### config.mk
export PLATFORM = sky130hd
export DESIGN_NAME = e203_exu_wbck_sched_flat
export DESIGN_NICKNAME = d
export VERILOG_FILES = /design/src/rtl/e203_exu_wbck_sched_if.sv /design/src/rtl/e203_exu_wbck_sched.sv /design/src/flat_wrapper.sv
export SDC_FILE = /design/constraint.sdc
export NUM_CORES = 1
export LEC_CHECK = 0
export ABC_AREA = 1
export BUFFER_PORTS_ARGS = -buffer_cell sky130_fd_sc_hd__clkbuf_2
export CAP_MARGIN = 5
export CORE_MARGIN = 2
export CORE_UTILIZATION = 39
export DETAILED_ROUTE_END_ITERATION = 6
export GPL_TIMING_DRIVEN = 0
export PLACE_DENSITY_LB_ADDON = 0.1
export SLEW_MARGIN = 30
export SYNTH_ARGS = -nofsm -noshare
export SYNTH_HDL_FRONTEND = slang
export SYNTH_SLANG_ARGS = --single-unit
### constraint.sdc
create_clock -name clk -period 1.63 [get_ports clk]
set_clock_uncertainty 0.15 [all_clocks]
set_input_delay 0.163 -clock clk [delete_from_list [all_inputs] [get_ports clk]]
set_output_delay 0.163 -clock clk [all_outputs]
set_load 0.03 [all_outputs]
### src/rtl/e203_exu_wbck_sched_if.sv
`default_nettype none
// ============================================================================
// Module   : e203_exu_wbck_sched_if
// Brief    : Bundles the dispatch, per-unit result and long-pipe writeback
//            handshakes of the writeback scheduler, plus its dependency
//            check and status signals.
// Revision : 1.0 - initial release
// ============================================================================
interface e203_exu_wbck_sched_if #(
  parameter int XLEN    = 32,
  parameter int RFIDX_W = 5
);
  // Dispatch of a long-pipe instruction into the tracking buffer
  logic               disp_i_valid;
  logic               disp_i_ready;
  logic               disp_i_unit;
  logic               disp_i_rdwen;
  logic [RFIDX_W-1:0] disp_i_rdidx;

  // LSU result
  logic               lsu_wbck_i_valid;
  logic               lsu_wbck_i_ready;
  logic [XLEN-1:0]    lsu_wbck_i_wdat;

  // MULDIV result
  logic               mdv_wbck_i_valid;
  logic               mdv_wbck_i_ready;
  logic [XLEN-1:0]    mdv_wbck_i_wdat;

  // Writeback towards the arbiter
  logic               longp_wbck_o_valid;
  logic               longp_wbck_o_ready;
  logic [XLEN-1:0]    longp_wbck_o_wdat;
  logic [RFIDX_W-1:0] longp_wbck_o_rdidx;

  // RAW dependency check from the dispatch stage
  logic               chk_rs1en;
  logic               chk_rs2en;
  logic               chk_rden;
  logic [RFIDX_W-1:0] chk_rs1idx;
  logic [RFIDX_W-1:0] chk_rs2idx;
  logic [RFIDX_W-1:0] chk_rdidx;
  logic               dep_o;
  logic               empty_o;

  // Scheduler side
  modport slave (
    input  disp_i_valid, disp_i_unit, disp_i_rdwen, disp_i_rdidx,
    output disp_i_ready,
    input  lsu_wbck_i_valid, lsu_wbck_i_wdat,
    output lsu_wbck_i_ready,
    input  mdv_wbck_i_valid, mdv_wbck_i_wdat,
    output mdv_wbck_i_ready,
    output longp_wbck_o_valid, longp_wbck_o_wdat, longp_wbck_o_rdidx,
    input  longp_wbck_o_ready,
    input  chk_rs1en, chk_rs2en, chk_rden,
    input  chk_rs1idx, chk_rs2idx, chk_rdidx,
    output dep_o, empty_o
  );

  // Surrounding pipeline side
  modport master (
    output disp_i_valid, disp_i_unit, disp_i_rdwen, disp_i_rdidx,
    input  disp_i_ready,
    output lsu_wbck_i_valid, lsu_wbck_i_wdat,
    input  lsu_wbck_i_ready,
    output mdv_wbck_i_valid, mdv_wbck_i_wdat,
    input  mdv_wbck_i_ready,
    input  longp_wbck_o_valid, longp_wbck_o_wdat, longp_wbck_o_rdidx,
    output longp_wbck_o_ready,
    output chk_rs1en, chk_rs2en, chk_rden,
    output chk_rs1idx, chk_rs2idx, chk_rdidx,
    input  dep_o, empty_o
  );
endinterface
`default_nettype wire

### src/rtl/e203_exu_wbck_sched.sv
`default_nettype none
// ============================================================================
// Module   : e203_exu_wbck_sched
// Brief    : In-order scheduler for long-pipeline writebacks. Tracks every
//            dispatched LSU/MULDIV instruction in a circular buffer and only
//            accepts the result of the unit that owns the oldest entry, so
//            register-file writes retire in program order. Also provides a
//            RAW check against all outstanding destination registers.
// Options  : E203_WBCK_SCHED_STALL_CNT_EN adds stall_cnt_o, a saturating
//            count of cycles where a writeback waits on the arbiter.
// Revision : 1.0 - initial release
// ============================================================================
module e203_exu_wbck_sched #(
  parameter int DEPTH   = 4,
  parameter int XLEN    = 32,
  parameter int RFIDX_W = 5
) (
  input  wire logic             clk,
  input  wire logic             rst_n,
  e203_exu_wbck_sched_if.slave  sched_if
`ifdef E203_WBCK_SCHED_STALL_CNT_EN
  ,
  output logic [31:0]           stall_cnt_o
`endif
);

  localparam int               c_IDX_W   = $clog2(DEPTH);
  localparam logic [c_IDX_W:0] c_PTR_ONE = {{c_IDX_W{1'b0}}, 1'b1};

  // Pointers carry one extra wrap bit to tell full from empty
  logic [c_IDX_W:0]   r_wr_ptr;
  logic [c_IDX_W:0]   r_rd_ptr;

  // Per-entry tracking state
  logic [DEPTH-1:0]   r_vld;
  logic [DEPTH-1:0]   r_unit;
  logic [DEPTH-1:0]   r_rdwen;
  logic [RFIDX_W-1:0] r_rdidx [DEPTH];

  logic [c_IDX_W-1:0] w_wr_idx;
  logic [c_IDX_W-1:0] w_rd_idx;
  logic               w_empty;
  logic               w_full;
  logic               w_push;
  logic               w_pop;

  logic               w_head_unit;
  logic               w_head_rdwen;
  logic [RFIDX_W-1:0] w_head_rdidx;
  logic               w_sel_valid;
  logic [XLEN-1:0]    w_sel_wdat;
  logic               w_src_ready;

  logic [DEPTH-1:0]   w_vld_set;
  logic [DEPTH-1:0]   w_vld_clr;
  logic [DEPTH-1:0]   w_dep_vec;

  assign w_wr_idx = r_wr_ptr[c_IDX_W-1:0];
  assign w_rd_idx = r_rd_ptr[c_IDX_W-1:0];
  assign w_empty  = (r_wr_ptr == r_rd_ptr);
  assign w_full   = (w_wr_idx == w_rd_idx) &&
                    (r_wr_ptr[c_IDX_W] != r_rd_ptr[c_IDX_W]);

  // A pop in the same cycle does not make room: ready depends on full only
  assign w_push = sched_if.disp_i_valid && !w_full;

  // Head entry and its owning result source
  assign w_head_unit  = r_unit[w_rd_idx];
  assign w_head_rdwen = r_rdwen[w_rd_idx];
  assign w_head_rdidx = r_rdidx[w_rd_idx];
  assign w_sel_valid  = w_head_unit ? sched_if.mdv_wbck_i_valid
                                    : sched_if.lsu_wbck_i_valid;
  assign w_sel_wdat   = w_head_unit ? sched_if.mdv_wbck_i_wdat
                                    : sched_if.lsu_wbck_i_wdat;

  // A head without rd write is retired without involving the arbiter
  assign w_src_ready = !w_empty && (w_head_rdwen ? sched_if.longp_wbck_o_ready
                                                 : 1'b1);
  assign w_pop       = w_src_ready && w_sel_valid;

  assign sched_if.disp_i_ready       = !w_full;
  assign sched_if.lsu_wbck_i_ready   = w_src_ready && !w_head_unit;
  assign sched_if.mdv_wbck_i_ready   = w_src_ready &&  w_head_unit;
  assign sched_if.longp_wbck_o_valid = !w_empty && w_head_rdwen && w_sel_valid;
  assign sched_if.longp_wbck_o_wdat  = w_sel_wdat;
  assign sched_if.longp_wbck_o_rdidx = w_head_rdidx;
  assign sched_if.empty_o            = w_empty;

  // Push and pop never target the same slot: that needs full (push refused)
  // or empty (nothing to pop)
  assign w_vld_set = w_push ? (DEPTH'(1) << w_wr_idx) : '0;
  assign w_vld_clr = w_pop  ? (DEPTH'(1) << w_rd_idx) : '0;

  // Advance the write and read pointers on push and pop
  always_ff @(posedge clk or negedge rst_n) begin
    if (!rst_n) begin
      r_wr_ptr <= '0;
      r_rd_ptr <= '0;
    end else begin
      if (w_push) begin
        r_wr_ptr <= r_wr_ptr + c_PTR_ONE;
      end
      if (w_pop) begin
        r_rd_ptr <= r_rd_ptr + c_PTR_ONE;
      end
    end
  end

  // Track which entries are outstanding; reset discards everything at once
  always_ff @(posedge clk or negedge rst_n) begin
    if (!rst_n) begin
      r_vld <= '0;
    end else begin
      r_vld <= (r_vld & ~w_vld_clr) | w_vld_set;
    end
  end

  // Capture the entry payload on push; only meaningful while valid
  always_ff @(posedge clk) begin
    if (w_push) begin
      r_unit[w_wr_idx]  <= sched_if.disp_i_unit;
      r_rdwen[w_wr_idx] <= sched_if.disp_i_rdwen;
      r_rdidx[w_wr_idx] <= sched_if.disp_i_rdidx;
    end
  end

  // Per-entry RAW match against every enabled check operand (x0 included)
  generate
    for (genvar gi = 0; gi < DEPTH; gi++) begin : g_dep
      assign w_dep_vec[gi] = r_vld[gi] && r_rdwen[gi] && (
          (sched_if.chk_rs1en && (sched_if.chk_rs1idx == r_rdidx[gi])) ||
          (sched_if.chk_rs2en && (sched_if.chk_rs2idx == r_rdidx[gi])) ||
          (sched_if.chk_rden  && (sched_if.chk_rdidx  == r_rdidx[gi])));
    end
  endgenerate

  assign sched_if.dep_o = |w_dep_vec;

`ifdef E203_WBCK_SCHED_STALL_CNT_EN
  logic [31:0] r_stall_cnt;
  logic        w_stall;

  assign w_stall     = sched_if.longp_wbck_o_valid && !sched_if.longp_wbck_o_ready;
  assign stall_cnt_o = r_stall_cnt;

  // Count arbiter back-pressure cycles, saturating at all ones
  always_ff @(posedge clk or negedge rst_n) begin
    if (!rst_n) begin
      r_stall_cnt <= '0;
    end else if (w_stall && (r_stall_cnt != 32'hFFFF_FFFF)) begin
      r_stall_cnt <= r_stall_cnt + 32'd1;
    end
  end
`endif

endmodule
`default_nettype wire

### src/flat_wrapper.sv
// flat-port wrapper written by rule: the top's interface ports become plain ports
module e203_exu_wbck_sched_flat 
#(
  parameter int DEPTH   = 4,
  parameter int XLEN    = 32,
  parameter int RFIDX_W = 5
)
  (clk, rst_n, sched_if_disp_i_valid, sched_if_disp_i_unit, sched_if_disp_i_rdwen, sched_if_disp_i_rdidx, sched_if_disp_i_ready, sched_if_lsu_wbck_i_valid, sched_if_lsu_wbck_i_wdat, sched_if_lsu_wbck_i_ready, sched_if_mdv_wbck_i_valid, sched_if_mdv_wbck_i_wdat, sched_if_mdv_wbck_i_ready, sched_if_longp_wbck_o_valid, sched_if_longp_wbck_o_wdat, sched_if_longp_wbck_o_rdidx, sched_if_longp_wbck_o_ready, sched_if_chk_rs1en, sched_if_chk_rs2en, sched_if_chk_rden, sched_if_chk_rs1idx, sched_if_chk_rs2idx, sched_if_chk_rdidx, sched_if_dep_o, sched_if_empty_o);
  e203_exu_wbck_sched_if #(.XLEN(XLEN), .RFIDX_W(RFIDX_W)) sched_if_i ();
  input  wire logic clk;
  input  wire logic rst_n;
  input wire logic [$bits(sched_if_i.disp_i_valid)-1:0] sched_if_disp_i_valid;
  input wire logic [$bits(sched_if_i.disp_i_unit)-1:0] sched_if_disp_i_unit;
  input wire logic [$bits(sched_if_i.disp_i_rdwen)-1:0] sched_if_disp_i_rdwen;
  input wire logic [$bits(sched_if_i.disp_i_rdidx)-1:0] sched_if_disp_i_rdidx;
  output wire logic [$bits(sched_if_i.disp_i_ready)-1:0] sched_if_disp_i_ready;
  input wire logic [$bits(sched_if_i.lsu_wbck_i_valid)-1:0] sched_if_lsu_wbck_i_valid;
  input wire logic [$bits(sched_if_i.lsu_wbck_i_wdat)-1:0] sched_if_lsu_wbck_i_wdat;
  output wire logic [$bits(sched_if_i.lsu_wbck_i_ready)-1:0] sched_if_lsu_wbck_i_ready;
  input wire logic [$bits(sched_if_i.mdv_wbck_i_valid)-1:0] sched_if_mdv_wbck_i_valid;
  input wire logic [$bits(sched_if_i.mdv_wbck_i_wdat)-1:0] sched_if_mdv_wbck_i_wdat;
  output wire logic [$bits(sched_if_i.mdv_wbck_i_ready)-1:0] sched_if_mdv_wbck_i_ready;
  output wire logic [$bits(sched_if_i.longp_wbck_o_valid)-1:0] sched_if_longp_wbck_o_valid;
  output wire logic [$bits(sched_if_i.longp_wbck_o_wdat)-1:0] sched_if_longp_wbck_o_wdat;
  output wire logic [$bits(sched_if_i.longp_wbck_o_rdidx)-1:0] sched_if_longp_wbck_o_rdidx;
  input wire logic [$bits(sched_if_i.longp_wbck_o_ready)-1:0] sched_if_longp_wbck_o_ready;
  input wire logic [$bits(sched_if_i.chk_rs1en)-1:0] sched_if_chk_rs1en;
  input wire logic [$bits(sched_if_i.chk_rs2en)-1:0] sched_if_chk_rs2en;
  input wire logic [$bits(sched_if_i.chk_rden)-1:0] sched_if_chk_rden;
  input wire logic [$bits(sched_if_i.chk_rs1idx)-1:0] sched_if_chk_rs1idx;
  input wire logic [$bits(sched_if_i.chk_rs2idx)-1:0] sched_if_chk_rs2idx;
  input wire logic [$bits(sched_if_i.chk_rdidx)-1:0] sched_if_chk_rdidx;
  output wire logic [$bits(sched_if_i.dep_o)-1:0] sched_if_dep_o;
  output wire logic [$bits(sched_if_i.empty_o)-1:0] sched_if_empty_o;
  assign sched_if_i.disp_i_valid = sched_if_disp_i_valid;
  assign sched_if_i.disp_i_unit = sched_if_disp_i_unit;
  assign sched_if_i.disp_i_rdwen = sched_if_disp_i_rdwen;
  assign sched_if_i.disp_i_rdidx = sched_if_disp_i_rdidx;
  assign sched_if_disp_i_ready = sched_if_i.disp_i_ready;
  assign sched_if_i.lsu_wbck_i_valid = sched_if_lsu_wbck_i_valid;
  assign sched_if_i.lsu_wbck_i_wdat = sched_if_lsu_wbck_i_wdat;
  assign sched_if_lsu_wbck_i_ready = sched_if_i.lsu_wbck_i_ready;
  assign sched_if_i.mdv_wbck_i_valid = sched_if_mdv_wbck_i_valid;
  assign sched_if_i.mdv_wbck_i_wdat = sched_if_mdv_wbck_i_wdat;
  assign sched_if_mdv_wbck_i_ready = sched_if_i.mdv_wbck_i_ready;
  assign sched_if_longp_wbck_o_valid = sched_if_i.longp_wbck_o_valid;
  assign sched_if_longp_wbck_o_wdat = sched_if_i.longp_wbck_o_wdat;
  assign sched_if_longp_wbck_o_rdidx = sched_if_i.longp_wbck_o_rdidx;
  assign sched_if_i.longp_wbck_o_ready = sched_if_longp_wbck_o_ready;
  assign sched_if_i.chk_rs1en = sched_if_chk_rs1en;
  assign sched_if_i.chk_rs2en = sched_if_chk_rs2en;
  assign sched_if_i.chk_rden = sched_if_chk_rden;
  assign sched_if_i.chk_rs1idx = sched_if_chk_rs1idx;
  assign sched_if_i.chk_rs2idx = sched_if_chk_rs2idx;
  assign sched_if_i.chk_rdidx = sched_if_chk_rdidx;
  assign sched_if_dep_o = sched_if_i.dep_o;
  assign sched_if_empty_o = sched_if_i.empty_o;
  e203_exu_wbck_sched #(.DEPTH(DEPTH), .XLEN(XLEN), .RFIDX_W(RFIDX_W)) u_core (.clk(clk), .rst_n(rst_n), .sched_if(sched_if_i));
endmodule
* Word-level counts from Yosys, hierarchy flattened
Memory sizes are Yosys's and may differ from the RTL's. Cells that the tools add are included.
Word-level totals: memories 1, register bits after elaboration 18, bits in writable memories 20, logic and storage cells 87
Cells by class: muxes and demuxes 15, $lt $le $gt $ge 3, shift-type cells 2, bitwise gates (word level) 3, equal/unequal tests 15, reductions and logical operators 41, add/sub/neg operators 2
Memories:
- u_core.r_rdidx | words 4, bits a word 5, rd ports 5, clocked after memory_dff 0, write ports 1, line e203_exu_wbck_sched.sv:38 | logic [RFIDX_W-1:0] r_rdidx [DEPTH];
Operators by type and width (count):
- == test 5 bit | 12
- 2-to-1 mux 32 bit | 1
- logical AND 1 bit | 29
- bitwise mux 4 bit | 2
- logical OR 1 bit | 8
- 2-to-1 mux 4 bit | 2
- left shift 1 x 2 -> 4 bit, first input constant | 2
- 2-to-1 mux 1 bit | 7
- adder 3 x 1 -> 3 bit, second input constant | 2
- < comparator 2 x 3 -> 1 bit, second input constant | 2
- AND 4 bit | 1
- binary-select mux 1 bit (select 2 bit) | 2
- NOT 4 bit | 1
- bitwise OR 4 bit | 1
- OR reduction 4 bit | 1
- == test 3 bit | 1
- zero test 1 bit | 3
- demux 1 bit (select 2 bit) | 1
- == test 2 bit | 1
- greater-or-equal comparator 2 x 1 -> 1 bit, second input constant | 1
- inequality test 1 bit | 1

* Depth between registers and ports, before layout
depth after elaboration 9, gate-level depth with buffers 11

* Least setup slack after synthesis
No wires, ideal clock.
path kind reg2out, from register u_core.r_rd_ptr[0], to output sched_if_longp_wbck_o_valid, data required time 1.317 ns, buffers on the path 1, arrival time 1.715 ns, cell stages (with the launch flop) 6, path slack -0.398 ns, cell sequence dfrtp_1 > buf_6 > xnor2_1 > nand3_2 > inv_1 > nor3_1
Between the ends: word-level cells in the longest chain between the ends 4, elaborated cells on any way between the ends 9
RTL lines:
- from (decl) | line e203_exu_wbck_sched.sv:32 | logic [c_IDX_W:0] r_rd_ptr;
- from (signal assigned) | line e203_exu_wbck_sched.sv:104 | r_rd_ptr <= r_rd_ptr + c_PTR_ONE;
- == test 3 bit | line e203_exu_wbck_sched.sv:60 | assign w_empty = (r_wr_ptr == r_rd_ptr);
- named net sched_if_empty_o | line flat_wrapper.sv:34 | output wire logic [$bits(sched_if_i.empty_o)-1:0] sched_if_empty_o;
- zero test 1 bit | line e203_exu_wbck_sched.sv:84 | assign sched_if.longp_wbck_o_valid = !w_empty && w_head_rdwen && w_sel_valid;
- logical AND 1 bit (2 in series) | line e203_exu_wbck_sched.sv:84
- to (decl) | line flat_wrapper.sv:23 | output wire logic [$bits(sched_if_i.longp_wbck_o_valid)-1:0] sched_if_longp_wbck_o_valid;
The timed path passes the listed nets, and every way through them passes these cells. The select of a mux whose other input is x is not followed.

* Worst setup path in the final report
from register u_core.r_rd_ptr[0], to output sched_if_longp_wbck_o_wdat[6]
Between the ends: word-level cells in the longest chain between the ends 3
RTL lines:
- binary-select mux 1 bit (select 2 bit) | line e203_exu_wbck_sched.sv:68 | assign w_head_unit = r_unit[w_rd_idx];
- 2-to-1 mux 1 bit (implied by the code) | line e203_exu_wbck_sched.sv:68
- 2-to-1 mux 32 bit | line e203_exu_wbck_sched.sv:73 | assign w_sel_wdat = w_head_unit ? sched_if.mdv_wbck_i_wdat
- to (decl) | line flat_wrapper.sv:24 | output wire logic [$bits(sched_if_i.longp_wbck_o_wdat)-1:0] sched_if_longp_wbck_o_wdat;
No other way between the ends. The select of a mux whose other input is x is not followed.

==> reports/metrics.csv <==
stage;metric;value;unit
outcome;violations;negative setup slack;
worst_setup_path;crit_path_start_kind;flip-flop;
global_routing;grt-ovfl-total;0;
finish;post-route-util;73.0;%
finish;seqCellArea;1090;um^2
finish;layout_commonest_cell;nand2_1;
finish;nNetsFinal;805;
clock_network;numCtsBuffers;5;
detailed_routing;ant_nets;0;
finish;multi_input_area;2410;um^2
worst_setup_path;crit_cells;9;
clock_network;htreeDepth;2;
job;cap_violations;0;
synth;synth_top_family_by_area;simple AND/OR/NAND/NOR gates;
worst_setup_path;cpLargestDelayFamily;buffers and inverters;
finish;layout_common_cells;203 x nand2_1, 93 x clkbuf_2, 67 x nand2_2, 42 x nor2_1, 36 x clkbuf_8;
finish;diodes;0;
synth;synthCells;512;
synth;ys_top_cells_by_area;nand2_1 33%, edfxtp_1 27%, dfrtp_1 7.9%;
synth;synth_cell_types;27;
detailed_routing;drt_iter0_drc;282;
synth;synth_mux_area_share;0;%
die;die_w;93.9;um
power;p_per_area;2190;nW/um^2
global_routing;grt_max_degree;12;
worst_setup_path;cpMaxStageDelayCell;dfrtp_2;
power;p_sw_share;49.3;%
clock_network;clock_latency;0.29;ns
synth;ys_seq_area_share;34.6;%
power;power.share.clock;6.1;%
finish;drive_above_1_share;48.6;%
clock_network;cts.sinks;38;
detailed_routing;vias;4083;
worst_setup_path;required;1.32;ns
clock_network;clk_pin_slew;0.07;ns
global_routing;grt.total_usage;27.5;%
die;ios;138;
power;internal_power;6280;uW
detailed_routing;wirelength;12.9;mm
synth;synth_top_area_share;33.3;%
timing;maxSlewViolCount;0;
timing;maxSlewHeadroom;73.0;%
outcome;outcome;complete, but fails checks;
die;core_area;7770;um^2
die;die_y;93.9;um
power;ir_drop;1.33;mV
synth;synth_area_per_cell;6.16;um^2
synth;yosys.area.top_type;nand2_1;
synth;syn-num-nets;615;
worst_setup_path;worst-setup-path-type;flip-flop to primary output;
worst_setup_path;critPathBufInv;4;
global_routing;grt_pass1_vias;3810;
die;dieArea;8820;um^2
timing;period_minus_slack;2.08;ns
die;initial_core_util;40.6;%
synth;synth_xor_area_share;1.91;%
finish;final_area;5670;um^2
detailed_routing;drc;0;
synth;yosys.area_share.simple;45.3;%
synth;synth_compound_area_share;6.67;%
timing;setup_ws;-0.446;ns
power;seq_power_share;13.9;%
synth;ys_ff_latch;38;
power;power_switching;6110;uW
place;portBuffers;136;
clock_network;cts_root_buffer;clkbuf_8;
global_routing;grt_pass1_wl;18.8;mm
synth;syn_area;3150;um^2
detailed_routing;wl_per_cell;16.0;um
timing;setup_tns;-27.04;ns
power;p_comb_share;80.0;%
worst_setup_path;cp-end-kind;primary output;
worst_setup_path;cp_data_arrival_time;1.76;ns
detailed_routing;via_per_inst;5.08;
timing;finalCritPeriodShare;127;%
global_routing;grt_antenna_before_repair;0;
worst_setup_path;max_stage_delay;0.47;ns
worst_setup_path;worstPathCellList;buf_12, nand2_4, nand3_4, nand2_8, inv_8, clkbuf_16, nand2_1, nand2_2, buf_8;
timing;setup_viol;81;
clock_network;cts_tree;done;
finish;n_fill_cell;571;
timing;tightest_slew;0.401;ns
timing;timing.fmax;482;MHz
timing;rsz0062_at_grt;yes;
place;place_area;4170;um^2
finish;area_delta_synth_final;79.9;%
place;place_congestion;0.940;
place;dp_hpwl;8.42;mm
synth;synthAdderAreaFrac;3.18;%
worst_setup_path;crit_fanout;9;
timing;hold_viol_final;0;
worst_hold_path;hold_class;input port to asynchronous set/reset pin;
die;rows;32;
worst_setup_path;r2r_cells;9;
synth;yosys_warnings;0;
clock_network;cts_buffer_depth;2;
detailed_routing;firstDrtPassIters;5;
power;power_leakage;0.00297;uW
## cells by family (layout without fill, tap and decap cells)
kind of cell               after synthesis  count (layout)
AOI/OAI and AO/OA                       39              39
xor gates and xnor gates                 6               6
adders and majority gates                8               8
buffers and inverters                   64             253
DFF                                     38              38
and+or+nand+nor                        357             358
## timing repair
item / CTS / global route
buffers inserted: 26 / 7
hold buffers: 8 / 0
endpoints found under the setup margin: 79 / 81
gates cloned: 6 / 1
endpoints found under the hold margin: 38 / 0
gates resized for setup: 198 / 82
pin swaps: 10 / 23
## state kept, by name, summed over array words and instances (netlist names)
register,cells
u_core.r_wr_ptr,3
u_core.r_rdwen,4
u_core.r_vld,4
u_core.r_rd_ptr,3
u_core.r_rdidx,20
u_core.r_unit,4
## per-stage QoR
| step | instances | hold slack (ns) | worst slack [ns] | total power, uW |
|---|---|---|---|---|
| floorplan | 512 | -0.283 | -0.0452 | 6060 |
| global placement | 750 | -0.101 | -0.370 | 7450 |
| detailed placement | 750 | -0.103 | -0.381 | 7560 |
| CTS | 797 | 0.135 | -0.425 | 11100 |
| global route | 804 | 0.163 | -0.514 | 13000 |
| finish | 804 | 0.129 | -0.446 | 12400 |
## power by group through the flow
stage          Sequential [uW]  Clock, uW  Combinational (uW)
2_1_floorplan             1580          0                4480
3_3_place_gp              1670          0                5790
3_5_place_dp              1670          0                5890
4_1_cts                   1660        763                8680
5_1_grt                   1740        798               10500
6_report                  1720        756                9920
## cells in the mapped netlist
cell type  count
o21ai_2        1
a21oi_1       18
o21ai_0       16
nand3b_2       1
inv_1         50
clkbuf_1       3
nand3b_1       1
nand2_2        3
nand3_1       19
ha_1           8
xor2_2         1
dfrtp_1       10
nor3_1         1
nand2_1      280
xor2_1         2
nand2_4        1
buf_2          6
nor2_8         1
nor2_4         1
o21ai_4        1
nand3_2        2
inv_2          3
xnor2_1        3
buf_6          2
o21ai_1        3
nor2_1        47
edfxtp_1      28
## routing by layer
metal | GRT usage [%] | vias up | wire, um
met3 | 4.09 | 43 | 830
met1 | 33.9 | 1894 | 5020
met2 | 48.8 | 186 | 6560
met5 | 0 | - | 0
met4 | 9.54 | 0 | 454
li1 | - | 1960 | -
## cell type report
cell class              count  area share [%]
multi-input cells         411            42.5
repair buffers            182            27.2
flip-flops and latches     38            19.3
inverters                  53            4.39
plain buffers              11            2.56
well taps                 102            2.25
clock buffers               5            1.21
clock inverters             2           0.596
## worst reg2reg max path, cell delays in order, from the launching register on
cell	delay, ns
dfrtp_2	0.47
buf_12	0.16
buf_12	0.12
xnor2_4	0.19
buf_6	0.13
nand3b_4	0.11
nand2_8	0.12
clkinv_8	0.09
nand2_8	0.09
clkinv_8	0.07
## final timing paths
path / from / endpoint / slack (ns)
max in group asynchronous: rst_n / u_core.r_rd_ptr[1]$_DFFE_PN0P_ / 0.97
min in group clk: sched_if_disp_i_valid / u_core.r_wr_ptr[0]$_DFFE_PN0P_ / 0.15
worst min register to register: u_core.r_vld[2]$_DFF_PN0_ / u_core.r_vld[2]$_DFF_PN0_ / 0.33
worst max-delay path: u_core.r_rd_ptr[0]$_DFFE_PN0P_ / sched_if_longp_wbck_o_wdat[6] / -0.45
worst min-delay path: rst_n / u_core.r_wr_ptr[2]$_DFFE_PN0P_ / 0.13
worst max register to register: u_core.r_rd_ptr[0]$_DFFE_PN0P_ / u_core.r_rdidx[1][3]$_DFFE_PP_ / -0.31
Power figures use the tool's default switching activity.
